<file path="src/rtl/pe_fx_mac.sv">
// pe_fx_mac: fixed-point processing element with a local weight buffer and a bias.
// It runs a dot product of streamed activations against the stored weights,
// with optional ReLU. Commands, input beats and results use valid/ready handshakes.
// Optional build macro PE_SAT_EN: when defined, the result saturates to the
// DATA_W signed range when it is narrowed; otherwise the low DATA_W bits are kept.
module pe_fx_mac #(
  parameter int DATA_W = 16,
  parameter int FRAC_W = 8,
  parameter int ACC_W  = 40,
  parameter int DEPTH  = 16
) (
  input  logic                         clk,
  input  logic                         rst,
  input  logic                         cmd_valid,
  output logic                         cmd_ready,
  input  logic [2:0]                   ctrl,
  input  logic [$clog2(DEPTH+1)-1:0]   cmd_len,
  input  logic                         do_act,
  input  logic                         in_valid,
  output logic                         in_ready,
  input  logic [DATA_W-1:0]            in_data,
  output logic                         out_valid,
  input  logic                         out_ready,
  output logic [DATA_W-1:0]            out_data,
  output logic [$clog2(DEPTH+1)-1:0]   wgt_count,
  output logic                         busy
);

  localparam int CNT_W  = $clog2(DEPTH+1);
  localparam int AW     = (DEPTH > 1) ? $clog2(DEPTH) : 1;
  localparam int PROD_W = 2*DATA_W;

  localparam logic [2:0] S_IDLE   = 3'd0;
  localparam logic [2:0] S_LOAD   = 3'd1;
  localparam logic [2:0] S_BIASLD = 3'd2;
  localparam logic [2:0] S_MAC    = 3'd3;
  localparam logic [2:0] S_DRAIN  = 3'd4;
  localparam logic [2:0] S_OUT    = 3'd5;

  localparam logic [2:0] OP_LOAD_W = 3'd1;
  localparam logic [2:0] OP_RUN    = 3'd2;
  localparam logic [2:0] OP_CLEAR  = 3'd3;
  localparam logic [2:0] OP_BIAS   = 3'd4;

  logic [2:0]               state;
  logic [CNT_W-1:0]         len_q;
  logic [CNT_W-1:0]         ptr_q;
  logic [CNT_W-1:0]         len_eff;
  logic [CNT_W-1:0]         run_len;
  logic                     last_beat;
  logic [DATA_W-1:0]        w_mem [DEPTH];
  logic [DATA_W-1:0]        w_rd;
  logic signed [DATA_W-1:0] bias_q;
  logic signed [ACC_W-1:0]  bias_acc;
  logic signed [PROD_W-1:0] prod_q;
  logic                     prod_vld;
  logic signed [ACC_W-1:0]  acc_q;
  logic                     act_q;
  logic [1:0]               drain_q;
  logic [DATA_W-1:0]        result;

  assign cmd_ready = (state == S_IDLE);
  assign busy      = (state != S_IDLE);
  assign in_ready  = (state == S_LOAD) || (state == S_BIASLD) || (state == S_MAC);

  assign len_eff   = (cmd_len > CNT_W'(DEPTH)) ? CNT_W'(DEPTH) : cmd_len;
  assign run_len   = (len_eff > wgt_count) ? wgt_count : len_eff;
  assign last_beat = ((ptr_q + CNT_W'(1)) == len_q);
  assign w_rd      = w_mem[ptr_q[AW-1:0]];
  assign bias_acc  = ACC_W'(bias_q) <<< FRAC_W;

  // Result shaping: drop fraction bits, optional ReLU, then narrow to DATA_W.
  always_comb begin
    result = acc_q[FRAC_W +: DATA_W];
`ifdef PE_SAT_EN
    // Bits above the kept field must all match the sign, otherwise clamp.
    if (acc_q[ACC_W-1:FRAC_W+DATA_W-1] != {(ACC_W-FRAC_W-DATA_W+1){acc_q[ACC_W-1]}})
      result = acc_q[ACC_W-1] ? {1'b1, {(DATA_W-1){1'b0}}} : {1'b0, {(DATA_W-1){1'b1}}};
`endif
    if (act_q && acc_q[ACC_W-1])
      result = '0;
  end

  // Weight buffer write port; contents survive reset.
  always_ff @(posedge clk) begin
    if (!rst && state == S_LOAD && in_valid)
      w_mem[ptr_q[AW-1:0]] <= in_data;
  end

  // Control FSM, two-stage multiply-accumulate pipe and result register.
  always_ff @(posedge clk) begin
    if (rst) begin
      state     <= S_IDLE;
      len_q     <= '0;
      ptr_q     <= '0;
      wgt_count <= '0;
      bias_q    <= '0;
      acc_q     <= '0;
      prod_q    <= '0;
      prod_vld  <= 1'b0;
      act_q     <= 1'b0;
      drain_q   <= '0;
      out_valid <= 1'b0;
      out_data  <= '0;
    end else begin
      prod_vld <= 1'b0;
      if (prod_vld)
        acc_q <= acc_q + ACC_W'(prod_q);
      case (state)
        S_IDLE: begin
          if (cmd_valid) begin
            case (ctrl)
              OP_LOAD_W: begin
                ptr_q <= '0;
                len_q <= len_eff;
                if (len_eff == '0)
                  wgt_count <= '0;
                else
                  state <= S_LOAD;
              end
              OP_BIAS: state <= S_BIASLD;
              OP_CLEAR: begin
                wgt_count <= '0;
                bias_q    <= '0;
              end
              OP_RUN: begin
                ptr_q   <= '0;
                len_q   <= run_len;
                act_q   <= do_act;
                acc_q   <= bias_acc;
                drain_q <= '0;
                state   <= (run_len == '0) ? S_DRAIN : S_MAC;
              end
              default: ;
            endcase
          end
        end
        S_LOAD: begin
          if (in_valid) begin
            ptr_q <= ptr_q + CNT_W'(1);
            if (last_beat) begin
              wgt_count <= len_q;
              state     <= S_IDLE;
            end
          end
        end
        S_BIASLD: begin
          if (in_valid) begin
            bias_q <= in_data;
            state  <= S_IDLE;
          end
        end
        S_MAC: begin
          if (in_valid) begin
            prod_q   <= PROD_W'($signed(in_data)) * PROD_W'($signed(w_rd));
            prod_vld <= 1'b1;
            ptr_q    <= ptr_q + CNT_W'(1);
            if (last_beat) begin
              drain_q <= '0;
              state   <= S_DRAIN;
            end
          end
        end
        S_DRAIN: begin
          // Two cycles let the last product land in acc_q; the third registers the result.
          if (drain_q == 2'd2) begin
            out_data  <= result;
            out_valid <= 1'b1;
            state     <= S_OUT;
          end else begin
            drain_q <= drain_q + 2'd1;
          end
        end
        S_OUT: begin
          if (out_ready) begin
            out_valid <= 1'b0;
            state     <= S_IDLE;
          end
        end
        default: state <= S_IDLE;
      endcase
    end
  end

endmodule

</file>
<file path="config.mk">
export PLATFORM = sky130hd
export DESIGN_NAME = pe_fx_mac
export DESIGN_NICKNAME = d
export VERILOG_FILES = /design/src/rtl/pe_fx_mac.sv
export SDC_FILE = /design/constraint.sdc
export NUM_CORES = 1
export LEC_CHECK = 0
export BUFFER_PORTS_ARGS = -buffer_cell sky130_fd_sc_hd__buf_4
export CAP_MARGIN = 20
export CORE_MARGIN = 5
export CORE_UTILIZATION = 40
export DETAILED_ROUTE_END_ITERATION = 12
export PLACE_DENSITY = 0.54
export SETUP_SLACK_MARGIN = 0.05
export SYNTH_ARGS = -nofsm -noshare
export SYNTH_HDL_FRONTEND = slang
export SYNTH_SLANG_ARGS = --single-unit
</file>
<file path="constraint.sdc">
create_clock -name clk -period 8.6 [get_ports clk]
set_clock_uncertainty 0.15 [all_clocks]
set_input_delay 1.29 -clock clk [delete_from_list [all_inputs] [get_ports clk]]
set_output_delay 1.29 -clock clk [all_outputs]
set_load 0.03 [all_outputs]
</file>
==> flow_summary.yaml, run 1 <==
logic_synthesis:
  seq_area_frac_synth_pct: 38.0
  synthArstFlopShare_pct: 0
  syn_avg_cell_area_um2: 11.3
  syn_inst: 2409
  ys.flop_type: "edfxtp_1"
  synth_area_um2: 27100
  ys_ff_latch: 387
  ys_types: 85
  synthesis.nets: 2833
  yosysWarnings: 0
  synth-edff-count: 256
sta:
  worst-slew-pin-transition_ns: 1.01
  finalHoldViolations: 0
  slew_headroom_pct: 32.9
  fin_setup_tns_ns: 0
  period_share_pct: 94.0
  setup_viol: 0
  rsz0062_at_grt: "no"
  min_period_ns: 8.08
  timing.fmax_mhz: 124
  worst_slack_ns: 0.520
  final_max_slew_viol_count: 0
clocking:
  cts_resized: 0
  cts_tree: "built"
  cts_max_level: 2
  post_cts_buffers: 0
  insertion_delay_ns: 0.59
  clk_path_buf_depth: 3
  hold_buffers: 0
  clockRootBuffer: "clkbuf_16"
  cts.sinks: 387
  path_clk_slew_ns: 0.06
  numCtsBuffers: 44
floorplanning:
  floorplan.initialDensity_pct: 40.3
  die_area_um2: 73200
  die_w_um: 270
  core_area_um2: 67300
  num_rows: 95
  dieHeight_um: 270
  io_pins: 55
final_layout:
  mostFrequentLayoutCell: "inv_1"
  multi_input_area_um2: 15200
  layout-drive-gt1-share_pct: 11.2
  antennaDiodeCount: 0
  fillers: 6232
  stdcell_count: 3348
  nNetsFinal: 2864
  final_cell_mix: "inv_1, fa_1, edfxtp_1, nand2_1, a21oi_1"
  regArea_um2: 10300
  area_growth_pct: 10.4
critical_path:
  critPathArrivalTime_ns: 8.40
  crit_path_end_kind: "flop"
  crit_type: "reg -> reg"
  startpoint_type: "flop"
  worstPathMaxFanout: 28
  required_ns: 8.92
global_route:
  grt.busiest_layer: "met2"
  grtUsageMet2_pct: 29.1
  grt_pass1_wl_mm: 107
  track_usage_pct: 18.1
  gr-total-overflow: 0
  grt_pass1_vias: 18742
  grtUsageMet1_pct: 26.9
  use_met3_pct: 2.36
  antenna_found_initial: 1
  grt_max_degree: 61
drt:
  drtAntennaViolNets: 0
  dr_total_vias: 17666
  viasPerCell: 5.28
  wirelength_mm: 65.6
  remaining_drc_errors: 0
  drt_first_pass_iters: 6
  wl_per_cell_um: 19.6
  first_iter_violations: 1078
placement:
  dp_hpwl_mm: 47.1
  port_buffers: 54
  dpl.cell_count: 3259
  dp_slack_ns: 0.463
  gp_congestion: 0.848
worst_hold_path:
  worstHoldPathType: "reg -> reg"
flow_run:
  drv_cap: 0
status:
  status: "complete, no violations"
[critical path, stage by stage, from the launching register on]
cell,delay (ns)
dfxtp_4,0.46
buf_4,0.17
buf_12,0.24
mux4_2,0.55
mux4_2,0.70
and2_1,0.27
fa_1,0.46
fa_1,0.57
fa_1,0.46
fa_1,0.52
fa_1,0.52
inv_1,0.05
fa_1,0.49
inv_1,0.05
ha_1,0.31
and3_1,0.24
a221o_1,0.35
a21o_1,0.19
a41o_1,0.27
a221oi_4,0.39
o21bai_2,0.09
a211oi_2,0.21
nor2_1,0.06
a22o_1,0.17
[flip-flops by register name (all words and copies together) (netlist names), 3 cells and up, named ones only]
name       cells
w_mem        256
acc_q         40
prod_q        32
bias_q        16
out_data      16
len_q          5
ptr_q          5
wgt_count      5
state          3
[kinds of logic after synthesis]
kind of cell             Yosys count  share of synthesized area, %
AO/OA/AOI/OAI                    363                          8.72
multiplexers                     111                          7.75
adder cells (fa/ha/maj)          394                          25.4
XOR/XNOR                          66                          2.13
buffers and inverters            421                          6.06
flip-flops                       387                          38.0
AND/OR/NAND/NOR                  667                          11.9
[path summary, 6_finish.rpt]
check / from / endpoint / slack, ns / cells after the start
worst max-delay path: flop / prod_q[29]$_SDFFE_PP0P_ / 0.52 / 23
worst min-delay path: bias_q[3]$_SDFFE_PP0P_ / bias_q[3]$_SDFFE_PP0P_ / 0.31 / 2
worst min register to register: bias_q[3]$_SDFFE_PP0P_ / bias_q[3]$_SDFFE_PP0P_ / 0.31 / 2
worst max register to register: flop / prod_q[29]$_SDFFE_PP0P_ / 0.52 / 23
[routing by layer]
| metal | wire length, µm | vias up |
|---|---|---|
| li1 | - | 8286 |
| met3 | 2900 | 66 |
| met1 | 31400 | 8945 |
| met2 | 30400 | 369 |
| met5 | 0 | - |
| met4 | 889 | 0 |
[Yosys cell counts (all sizes together) (3+ instances only)]
| cell | count | area [µm²] |
|---|---|---|
| o21a | 8 | 60.1 |
| nor2 | 103 | 387 |
| a311oi | 4 | 35.0 |
| o311ai | 3 | 33.8 |
| a221o | 4 | 40.0 |
| inv | 309 | 1160 |
| a21boi | 4 | 30.0 |
| nor3 | 35 | 185 |
| xor2 | 20 | 175 |
| a21oi | 157 | 790 |
| a22o | 3 | 26.3 |
| nor2b | 15 | 93.8 |
| buf | 32 | 179 |
| a2111oi | 4 | 47.6 |
| a41oi | 6 | 60.1 |
| o211ai | 9 | 72.6 |
| a211oi | 34 | 265 |
| nand3b | 3 | 22.5 |
| and2 | 143 | 895 |
| mux2 | 3 | 33.8 |
| dfxtp | 131 | 2620 |
| xnor2 | 46 | 403 |
| nand4 | 9 | 56.3 |
| o21bai | 18 | 139 |
| or4 | 4 | 30.0 |
| or3 | 11 | 68.8 |
| a31oi | 8 | 56.3 |
| clkbuf | 80 | 307 |
| edfxtp | 256 | 7690 |
| mux4 | 79 | 1780 |
| o21ai | 43 | 223 |
| or2 | 7 | 43.8 |
| fa | 263 | 5270 |
| mux2i | 29 | 290 |
| nand2 | 244 | 916 |
| o31ai | 5 | 37.5 |
| nand2b | 9 | 56.3 |
| and3 | 14 | 93.8 |
| nor3b | 3 | 27.5 |
| ha | 131 | 1640 |
| a22oi | 6 | 45.0 |
| nand3 | 60 | 300 |
| a21o | 26 | 195 |
[area by class of cell]
cell class	count	area share (%)
well taps	873	3.64
repair buffers	97	2.64
flip-flops and latches	387	34.4
clock buffers	50	3.75
inverters	309	3.87
clock inverters	31	0.948
multi-input cells	1601	50.7
[per-stage QoR]
stage	area (µm²)	util, %	hold WS, ns
after floorplan	27100	-	0.279
after global placement	28500	42.4	0.293
after detailed placement	28500	42.4	0.296
after CTS	29900	44.4	0.309
after global routing	30000	44.6	0.323
final	30000	44.6	0.306
Power of run 1 is left out: the tool's default activity adds up to more than one toggle a clock period on the data nets, which glitch-free logic cannot reach.
==> run 2, diff against run 1 <==
Settings changed: CORE_ASPECT_RATIO set to 0.9.
==> run 2 against run 1 <==
Effect of this change:
- sequential share of layout area barely moved
- core utilization is 0.10 points higher
- critical path depth increased by 1
- global-route usage up 0.74 points
- maximum frequency decreased by 1.2%
- cell count is 0.27% lower
- die area hardly changed
- non-clock buffer count fell by 8
- count of clock-buffer cells in the layout increased by 2
- worst setup slack got worse by 0.10 ns
- largest cell class unchanged
==> flow_summary.yaml, run 2 (synthesis gave the netlist of run 1 again) <==
worst_hold_path:
  worstHoldPathType: "reg -> reg"
final_layout:
  mostFrequentLayoutCell: "inv_1"
  multi_input_area_um2: 15200
  area_growth_pct: 10.4
  final_cell_mix: "inv_1, fa_1, edfxtp_1, nand2_1, a21oi_1"
  largest_register_ffs: 256
  layout-drive-gt1-share_pct: 11.3
  regArea_um2: 10300
  nNetsFinal: 2855
  fin_area_um2: 30000
  stdcell_count: 3339
  antennaDiodeCount: 0
  fillers: 6238
global_route:
  grt_max_degree: 77
  gr-total-overflow: 0
  grtUsageMet2_pct: 30.8
  antenna_found_initial: 0
  grtUsageMet1_pct: 27.2
  track_usage_pct: 18.9
  use_met3_pct: 2.47
  grt_pass1_wl_mm: 110
  grt_pass1_vias: 19249
  grt.busiest_layer: "met2"
floorplanning:
  die_area_um2: 73200
  floorplan.initialDensity_pct: 40.4
  core_area_um2: 67100
  die_w_um: 285
  dieHeight_um: 257
  num_rows: 90
  io_pins: 55
drt:
  drt_first_pass_iters: 7
  viasPerCell: 5.36
  wirelength_mm: 68.0
  remaining_drc_errors: 0
  first_iter_violations: 1275
  drtAntennaViolNets: 0
  wl_per_cell_um: 20.4
  dr_total_vias: 17886
placement:
  dpl.cell_count: 3258
  gp_congestion: 0.860
  dp_hpwl_mm: 47.5
  place_area_um2: 28500
  port_buffers: 54
critical_path:
  crit_buf_inv: 5
  path_cells: "buf_8, mux4_2, mux4_2, and2_1, fa_1, inv_1, fa_1, inv_1, fa_1, inv_1, fa_1, fa_1, fa_1, inv_1, ha_1, a21o_1, a21o_1, a2111oi_2, o41ai_1, a221o_1, a31oi_2, a21oi_1, xor2_1, a22o_1"
  critical_path.top_delay_family: "adder cells"
  slowest_stage: "mux4_2"
  required_ns: 8.92
  critPathArrivalTime_ns: 8.50
  startpoint_type: "flop"
  cp_common_cell: "fa_1"
  crit_path_end_kind: "flop"
  crit_type: "reg -> reg"
  cpPeakStageDelay_ns: 0.68
  r2r_slack_ns: 0.42
  worstPathMaxFanout: 16
sta:
  timing.fmax_mhz: 122
  period_share_pct: 95.1
  rsz0062_at_grt: "no"
  slew_headroom_pct: 44.9
  final_max_slew_viol_count: 0
  worst-slew-pin-transition_ns: 0.827
  fin_setup_tns_ns: 0
  setup_viol: 0
  min_period_ns: 8.18
  finalHoldViolations: 0
clocking:
  numCtsBuffers: 43
  clockRootBuffer: "clkbuf_16"
  clk_path_buf_depth: 3
  cts_max_level: 2
  cts.sinks: 387
  cts_tree: "built"
  insertion_delay_ns: 0.58
  path_clk_slew_ns: 0.06
flow_run:
  drv_cap: 0
status:
  status: "complete, no violations"
run 2: tightest hold or removal path, delay by kind of cell, from the launching register on:
kind	cells	cell delay, ns
compound gates	1	0.05
flops	1	0.31
simple gates	1	0.05
run 2: repair_timing:
item	in CTS	in global routing
setup endpoints to repair	0	1
hold buffers	0	0
setup buffers	0	1
resized for setup	0	0
run 2: final cells by class:
type | instances | area share (%)
inverter | 309 | 3.87
sequential | 387 | 34.4
tap | 874 | 3.65
clock buffer | 52 | 3.84
multi-input combinational | 1601 | 50.8
timing repair buffer | 89 | 2.40
clock inverter | 27 | 1.04
run 2: through the flow:
stage / util [%] / hold WS, ns / worst slack (ns)
finish: 44.7 / 0.305 / 0.419
global route: 44.7 / 0.331 / 0.0692
CTS: 44.6 / 0.306 / 0.366
detailed placement: 42.4 / 0.297 / 0.400
global placement: 42.4 / 0.292 / 0.448
floorplan: - / 0.279 / 0.776
run 2: layer usage:
metal | part of all wire [%] | vias to the layer above
li1 | - | 8264
met1 | 47 | 9125
met2 | 47 | 427
met3 | 4.3 | 70
met4 | 1.7 | 0
met5 | 0 | -
run 2: worst paths after layout:
path | start | to | cells past startpoint
max | flop | prod_q[30]$_SDFFE_PP0P_ | 24
min | bias_q[10]$_SDFFE_PP0P_ | bias_q[10]$_SDFFE_PP0P_ | 2
max reg2reg | flop | prod_q[30]$_SDFFE_PP0P_ | 24
min reg2reg | bias_q[10]$_SDFFE_PP0P_ | bias_q[10]$_SDFFE_PP0P_ | 2
Power of run 2 is left out for the same reason.
